<file path="src/rtl/md_issue_ctrl.sv">
// Multi-cycle execute controller: issues DX mult/div ops to an iterative multdiv unit and
// presents the result (or exception code) to XM. Optional watchdog via `define MD_WATCHDOG_EN.
module md_issue_ctrl #(
    parameter int DATA_W     = 32,
    parameter int REG_AW     = 5,
    parameter int STATUS_REG = 30,
    parameter int MULT_EXC   = 4,
    parameter int DIV_EXC    = 5,
    parameter int CNT_W      = 8,
    parameter int WDOG_MAX   = 64
) (
    input  logic              clock,
    input  logic              reset,
    input  logic              dx_mult,
    input  logic              dx_div,
    input  logic [DATA_W-1:0] dx_opA,
    input  logic [DATA_W-1:0] dx_opB,
    input  logic [REG_AW-1:0] dx_rd,
    input  logic              flush,
    input  logic              md_ready,
    input  logic [DATA_W-1:0] md_result,
    input  logic              md_exception,
    output logic              ctrl_MULT,
    output logic              ctrl_DIV,
    output logic [DATA_W-1:0] md_opA,
    output logic [DATA_W-1:0] md_opB,
    output logic              stall,
    output logic              ex_valid,
    output logic [DATA_W-1:0] ex_data,
    output logic [REG_AW-1:0] ex_dest,
    output logic              busy,
    output logic [CNT_W-1:0]  md_cycles
);

    typedef enum logic [1:0] {
        S_IDLE  = 2'd0,
        S_START = 2'd1,
        S_WAIT  = 2'd2,
        S_DONE  = 2'd3
    } state_t;

`ifdef MD_WATCHDOG_EN
    localparam logic WDOG_ON = 1'b1;
`else
    localparam logic WDOG_ON = 1'b0;
`endif

    localparam logic [CNT_W-1:0]  CNT_MAX  = {CNT_W{1'b1}};
    localparam logic [CNT_W-1:0]  WDOG_LIM = CNT_W'(WDOG_MAX);
    localparam logic [REG_AW-1:0] STAT_RD  = REG_AW'(STATUS_REG);

    state_t              r_state;
    logic                r_kind_mult;
    logic [REG_AW-1:0]   r_rd;
    logic [CNT_W-1:0]    r_cnt;
    logic                r_ctrl_mult;
    logic                r_ctrl_div;
    logic [DATA_W-1:0]   r_opa;
    logic [DATA_W-1:0]   r_opb;
    logic                r_ex_valid;
    logic [DATA_W-1:0]   r_ex_data;
    logic [REG_AW-1:0]   r_ex_dest;
    logic [CNT_W-1:0]    r_md_cycles;

    logic                w_issue;
    logic [CNT_W-1:0]    w_cnt_inc;
    logic                w_wdog_hit;
    logic                w_stall;

    // Status-register code reported for a failed op of the given kind.
    function automatic logic [DATA_W-1:0] exc_code(input logic kind_mult);
        exc_code = kind_mult ? DATA_W'(MULT_EXC) : DATA_W'(DIV_EXC);
    endfunction

    assign w_issue    = (dx_mult | dx_div) & ~flush;
    assign w_cnt_inc  = (r_cnt == CNT_MAX) ? CNT_MAX : (r_cnt + {{(CNT_W-1){1'b0}}, 1'b1});
    assign w_wdog_hit = WDOG_ON & (w_cnt_inc == WDOG_LIM);

    // Stall: combinational issue request in IDLE, held while the op is in flight unless squashed.
    always_comb begin
        w_stall = 1'b0;
        case (r_state)
            S_IDLE:  w_stall = w_issue;
            S_START: w_stall = ~flush;
            S_WAIT:  w_stall = ~flush;
            S_DONE:  w_stall = 1'b0;
            default: w_stall = 1'b0;
        endcase
    end

    // Controller FSM with registered outputs.
    always_ff @(posedge clock) begin
        if (!reset) begin
            r_state     <= S_IDLE;
            r_kind_mult <= 1'b0;
            r_rd        <= {REG_AW{1'b0}};
            r_cnt       <= {CNT_W{1'b0}};
            r_ctrl_mult <= 1'b0;
            r_ctrl_div  <= 1'b0;
            r_opa       <= {DATA_W{1'b0}};
            r_opb       <= {DATA_W{1'b0}};
            r_ex_valid  <= 1'b0;
            r_ex_data   <= {DATA_W{1'b0}};
            r_ex_dest   <= {REG_AW{1'b0}};
            r_md_cycles <= {CNT_W{1'b0}};
        end else begin
            r_ctrl_mult <= 1'b0;
            r_ctrl_div  <= 1'b0;
            r_ex_valid  <= 1'b0;
            case (r_state)
                S_IDLE: begin
                    if (w_issue) begin
                        r_state     <= S_START;
                        r_opa       <= dx_opA;
                        r_opb       <= dx_opB;
                        r_rd        <= dx_rd;
                        r_kind_mult <= dx_mult;
                        r_ctrl_mult <= dx_mult;
                        r_ctrl_div  <= ~dx_mult;
                        r_cnt       <= {CNT_W{1'b0}};
                    end else begin
                        r_state <= S_IDLE;
                    end
                end
                // md_ready here is left over from the previous op, so it is not looked at.
                S_START: begin
                    if (flush) begin
                        r_state <= S_IDLE;
                    end else begin
                        r_state <= S_WAIT;
                    end
                end
                S_WAIT: begin
                    if (flush) begin
                        r_state <= S_IDLE;
                    end else if (md_ready) begin
                        r_state     <= S_DONE;
                        r_ex_valid  <= 1'b1;
                        r_ex_dest   <= md_exception ? STAT_RD : r_rd;
                        r_ex_data   <= md_exception ? exc_code(r_kind_mult) : md_result;
                        r_md_cycles <= w_cnt_inc;
                    end else if (w_wdog_hit) begin
                        r_state     <= S_DONE;
                        r_cnt       <= w_cnt_inc;
                        r_ex_valid  <= 1'b1;
                        r_ex_dest   <= STAT_RD;
                        r_ex_data   <= exc_code(r_kind_mult) | {1'b1, {(DATA_W-1){1'b0}}};
                        r_md_cycles <= w_cnt_inc;
                    end else begin
                        r_state <= S_WAIT;
                        r_cnt   <= w_cnt_inc;
                    end
                end
                S_DONE:  r_state <= S_IDLE;
                default: r_state <= S_IDLE;
            endcase
        end
    end

    assign ctrl_MULT = r_ctrl_mult;
    assign ctrl_DIV  = r_ctrl_div;
    assign md_opA    = r_opa;
    assign md_opB    = r_opb;
    assign stall     = w_stall;
    assign ex_valid  = r_ex_valid;
    assign ex_data   = r_ex_data;
    assign ex_dest   = r_ex_dest;
    assign busy      = (r_state != S_IDLE);
    assign md_cycles = r_md_cycles;

endmodule

</file>
<file path="config.mk">
export PLATFORM = sky130hd
export DESIGN_NAME = md_issue_ctrl
export DESIGN_NICKNAME = d
export VERILOG_FILES = /design/src/rtl/md_issue_ctrl.sv
export SDC_FILE = /design/constraint.sdc
export NUM_CORES = 1
export LEC_CHECK = 0
export CORE_ASPECT_RATIO = 1.5
export CORE_UTILIZATION = 37
export DETAILED_ROUTE_END_ITERATION = 8
export GPL_TIMING_DRIVEN = 0
export PLACE_DENSITY_LB_ADDON = 0.12
export SLEW_MARGIN = 30
export SYNTH_ARGS = -nofsm -noshare
export SYNTH_HDL_FRONTEND = slang
export SYNTH_SLANG_ARGS = --single-unit
</file>
<file path="constraint.sdc">
create_clock -name clock -period 1.6 [get_ports clock]
set_clock_uncertainty 0.15 [all_clocks]
set_input_delay 0.24 -clock clock [delete_from_list [all_inputs] [get_ports clock]]
set_output_delay 0.24 -clock clock [all_outputs]
set_load 0.01 [all_outputs]
</file>
==> metrics.md <==
| Metric | Value |
|---|---|
| Die Area | ~13,000 um2 |
| Post-synth EDFFs | 0 |
| Met1 Use GR | between 20% and 30% |
| Critical Path End Type | output pin |
| Via density | 4.87 |
| Clock Sinks | 128 |
| Post-synth ARST share | 0% |
| Routed Antenna Nets | 0 |
| Clock buffer count from CTS | 17 |
| Starting density of the core | between 30% and 40% |
| Total Power | roughly 9 mW |
| FF+latch count, synth | around 130 |
| Via Count | between 4,000 and 5,000 |
| CTS tree | built |
| Number of remaining DRC errors | 0 |
| Syn Nets | ~640 |
| Worst-path cell chain | inv_2 -> ha_4 -> inv_4 -> or3_4 -> buf_8 -> nand2_4 -> buf_6 |
| Worst min-delay path class | input pin to flop |
| Die width | around 94 um |
| Fin nets | 890 |
| Pin count of the biggest net entering global routing | 17 |
| Routability cong. | 0.830 |
| Vias in the first global route | approximately 4,700 |
| Initial antenna violation count | 0 |
| H-tree depth | 4 |
| Kind of critical path | flop to output pin |
| Pre-CTS worst setup slack | -1050 ps |
| Clock transition at the registers of the reported paths | ~50 ps |
| Final hold slack | roughly 13 ps |
| Status | finished, violations left |
| Total gr overflow | 0 |
| Rel. slew slack | between 40 and 50% |
| Worst setup margin | -385 ps |
| Yosys cell types | 43 |
| Cell Pwr Density | between 1000 and 1500 nW/um2 |
| Top FF cell, synth | dfxtp_1 |
| Fill cell count | 1,086 |
| Synth Instances | about 520 |
| Slowest-stage cell, CP | or3_4 |
| Slew Viols, Final | 0 |
| Clk_lat worst skew | approximately 410 ps |
| Min Clock Period, post-route | between 1500 and 2000 ps |
| Synthesized area | roughly 4700 um2 |
| Post-synthesis area per instance | slightly above 9 um2 |
| Max cap viols | 0 |
| Fin util | between 60% and 70% |
| Placed wire-length estimate | approximately 10 mm |
| Core Area | roughly 13,000 um2 |
| RSZ-0062 raised after global routing | true |
| First-pass GRT wire length | 22.6 mm |
| Register area share after synthesis | between 50% and 60% |
| Total negative slack | -15,550 ps |
| Final hold vios | 0 |
| Ant. Diodes | 0 |
| Drt total wl | 14.4 mm |
| Die Span Y | around 140 um |
| GR Util All Layers | a little over a fifth |
| # IOs | about 220 |
| Root buffer cell | clkbuf_16 |
| Element type at the critical path start | flop |
| Num rows | 50 |
| # setup viols final | roughly 120 |
| Area added between synthesis and finish | 72.5% |
| Buffers added on ports | 219 |
| Post-DR wirelength/cell | around 15 um |
| CP arrival | 1600 ps |
| Global routing usage on met3 | roughly 7.5% |
| Area of the multi-input gates | approximately 2000 um2 |
| GR Util met2 | between 30% and 40% |
| Grt peak-use layer | met2 |
| Tcrit/Tclk final | 124% |
| P_leak | about 4 nW |
| Crit Path Max Fanout | 2 |
| WP data required | 1210 ps |
| DR iter-0 viols | 138 |
| Slew of the pin with the lowest slew margin | 753 ps |
| CTS Buffer Depth | 2 |
| Max Freq | between 500 and 600 MHz |
| Yosys synthesis warning count | 0 |
| Failing checks | setup timing |
| Router iterations before antenna repair | 4 |
| Crit-path max cell delay | between 300 and 400 ps |
| Max VDD drop | 703 uV |
| Layout cells sized above 1 | 15.4% |
| Area occupied by registers | between 2000 and 3000 um2 |
placed cells by master, fill, tap and decap left out, types with 6 or more instances in the layout:
cell type,n
a21oi_1,75
clkdlybuf4s50_1,104
clkbuf_16,17
dlymetal6s2s_1,37
dlygate4sd2_1,76
dfxtp_1,126
nor3_1,13
bufinv_16,7
nand2_1,150
buf_6,26
a21oi_2,9
nor2_1,6
a22o_1,31
buf_4,14
clkbuf_1,9
registers in the layout (all words and copies together), names as in the netlist:
signal	cells
ex_data	32
md_opA	32
md_opB	32
md_cycles	8
r_cnt	8
ex_dest	5
r_rd	5
r_state	2
ctrl_DIV	1
ctrl_MULT	1
ex_valid	1
r_kind_mult	1
kinds of logic after synthesis:
family,synth area share [%]
and+or+nand+nor,18.6
DFF,54.0
buffers and inverters,7.23
xor gates and xnor gates,0.369
adders and majority gates,1.05
AOI/OAI and AO/OA,18.3
muxes,0.422
report_power, final:
part	leakage [nW]	internal [mW]	switching, mW
combinational	2.70	0.507	0.407
clock	0.332	3.12	1.43
sequential	1.04	3.30	0.0500
total	4.07	6.92	1.89
per-layer routing:
metal  routed length (um)  up-vias
li1                     -     2283
met3                 1170       19
met4                  297        0
met1                 5430     2130
met2                 7520      171
met5                    0        -
cells in the mapped netlist, types with 2 or more instances:
cell type,n,area [um2]
o21ai_0,8,40.0
nand4_1,2,12.5
o21ai_1,2,10.0
mux2i_1,2,20.0
a21oi_1,83,415
nand3_1,4,20.0
buf_4,2,15.0
nor3_4,2,32.5
clkbuf_1,10,37.5
and3_1,4,25.0
a22o_1,31,272
nor3_1,15,75.1
a211oi_1,2,15.0
dfxtp_1,128,2560
xnor2_1,2,17.5
o211ai_1,5,37.5
ha_1,4,50.1
inv_2,2,7.51
nor2_1,12,45.0
buf_2,6,30.0
inv_1,6,22.5
buf_6,20,225
nand2_1,151,567
nor2_2,2,12.5
final timing paths:
kind | from | end | slack, ps | depth (start not counted)
worst max-delay path | r_state[1] | stall | -390 | 7
worst min-delay path | reset | md_cycles[3] | 10 | 3
worst max register to register | r_state[0] | ex_data[17] | -260 | 10
worst min register to register | md_opA[7] | md_opA[7] | 300 | 2
worst max-delay path: cells and delay by family, from the launching register on:
family                     cells  cell delay (ps)
and+or+nand+nor                2              380
buffers and inverters          4              330
DFF                            1              320
adders and majority gates      1              150
metrics by stage:
stage,area (um2),std cells
2_1_floorplan,4780,524
3_3_place_gp,7160,899
3_5_place_dp,7160,899
4_1_cts,7990,943
5_1_grt,8180,946
6_report,8180,946
area by class of cell:
cell class / count / area share, %
timing repair buffer: 236 / 28.7
sequential: 128 / 31.3
tap: 156 / 2.38
clock inverter: 13 / 3.18
inverter: 8 / 0.397
multi-input combinational: 349 / 24.3
buffer: 38 / 4.28
clock buffer: 18 / 5.37
timing repair:
item	CTS	global route
setup endpoints to repair	240	165
gates resized for setup	114	65
hold buffers	0	0
gates cloned	3	0
pin swaps	6	14
buffers inserted	10	6
Note: power is estimated with default switching activity, not from simulation.
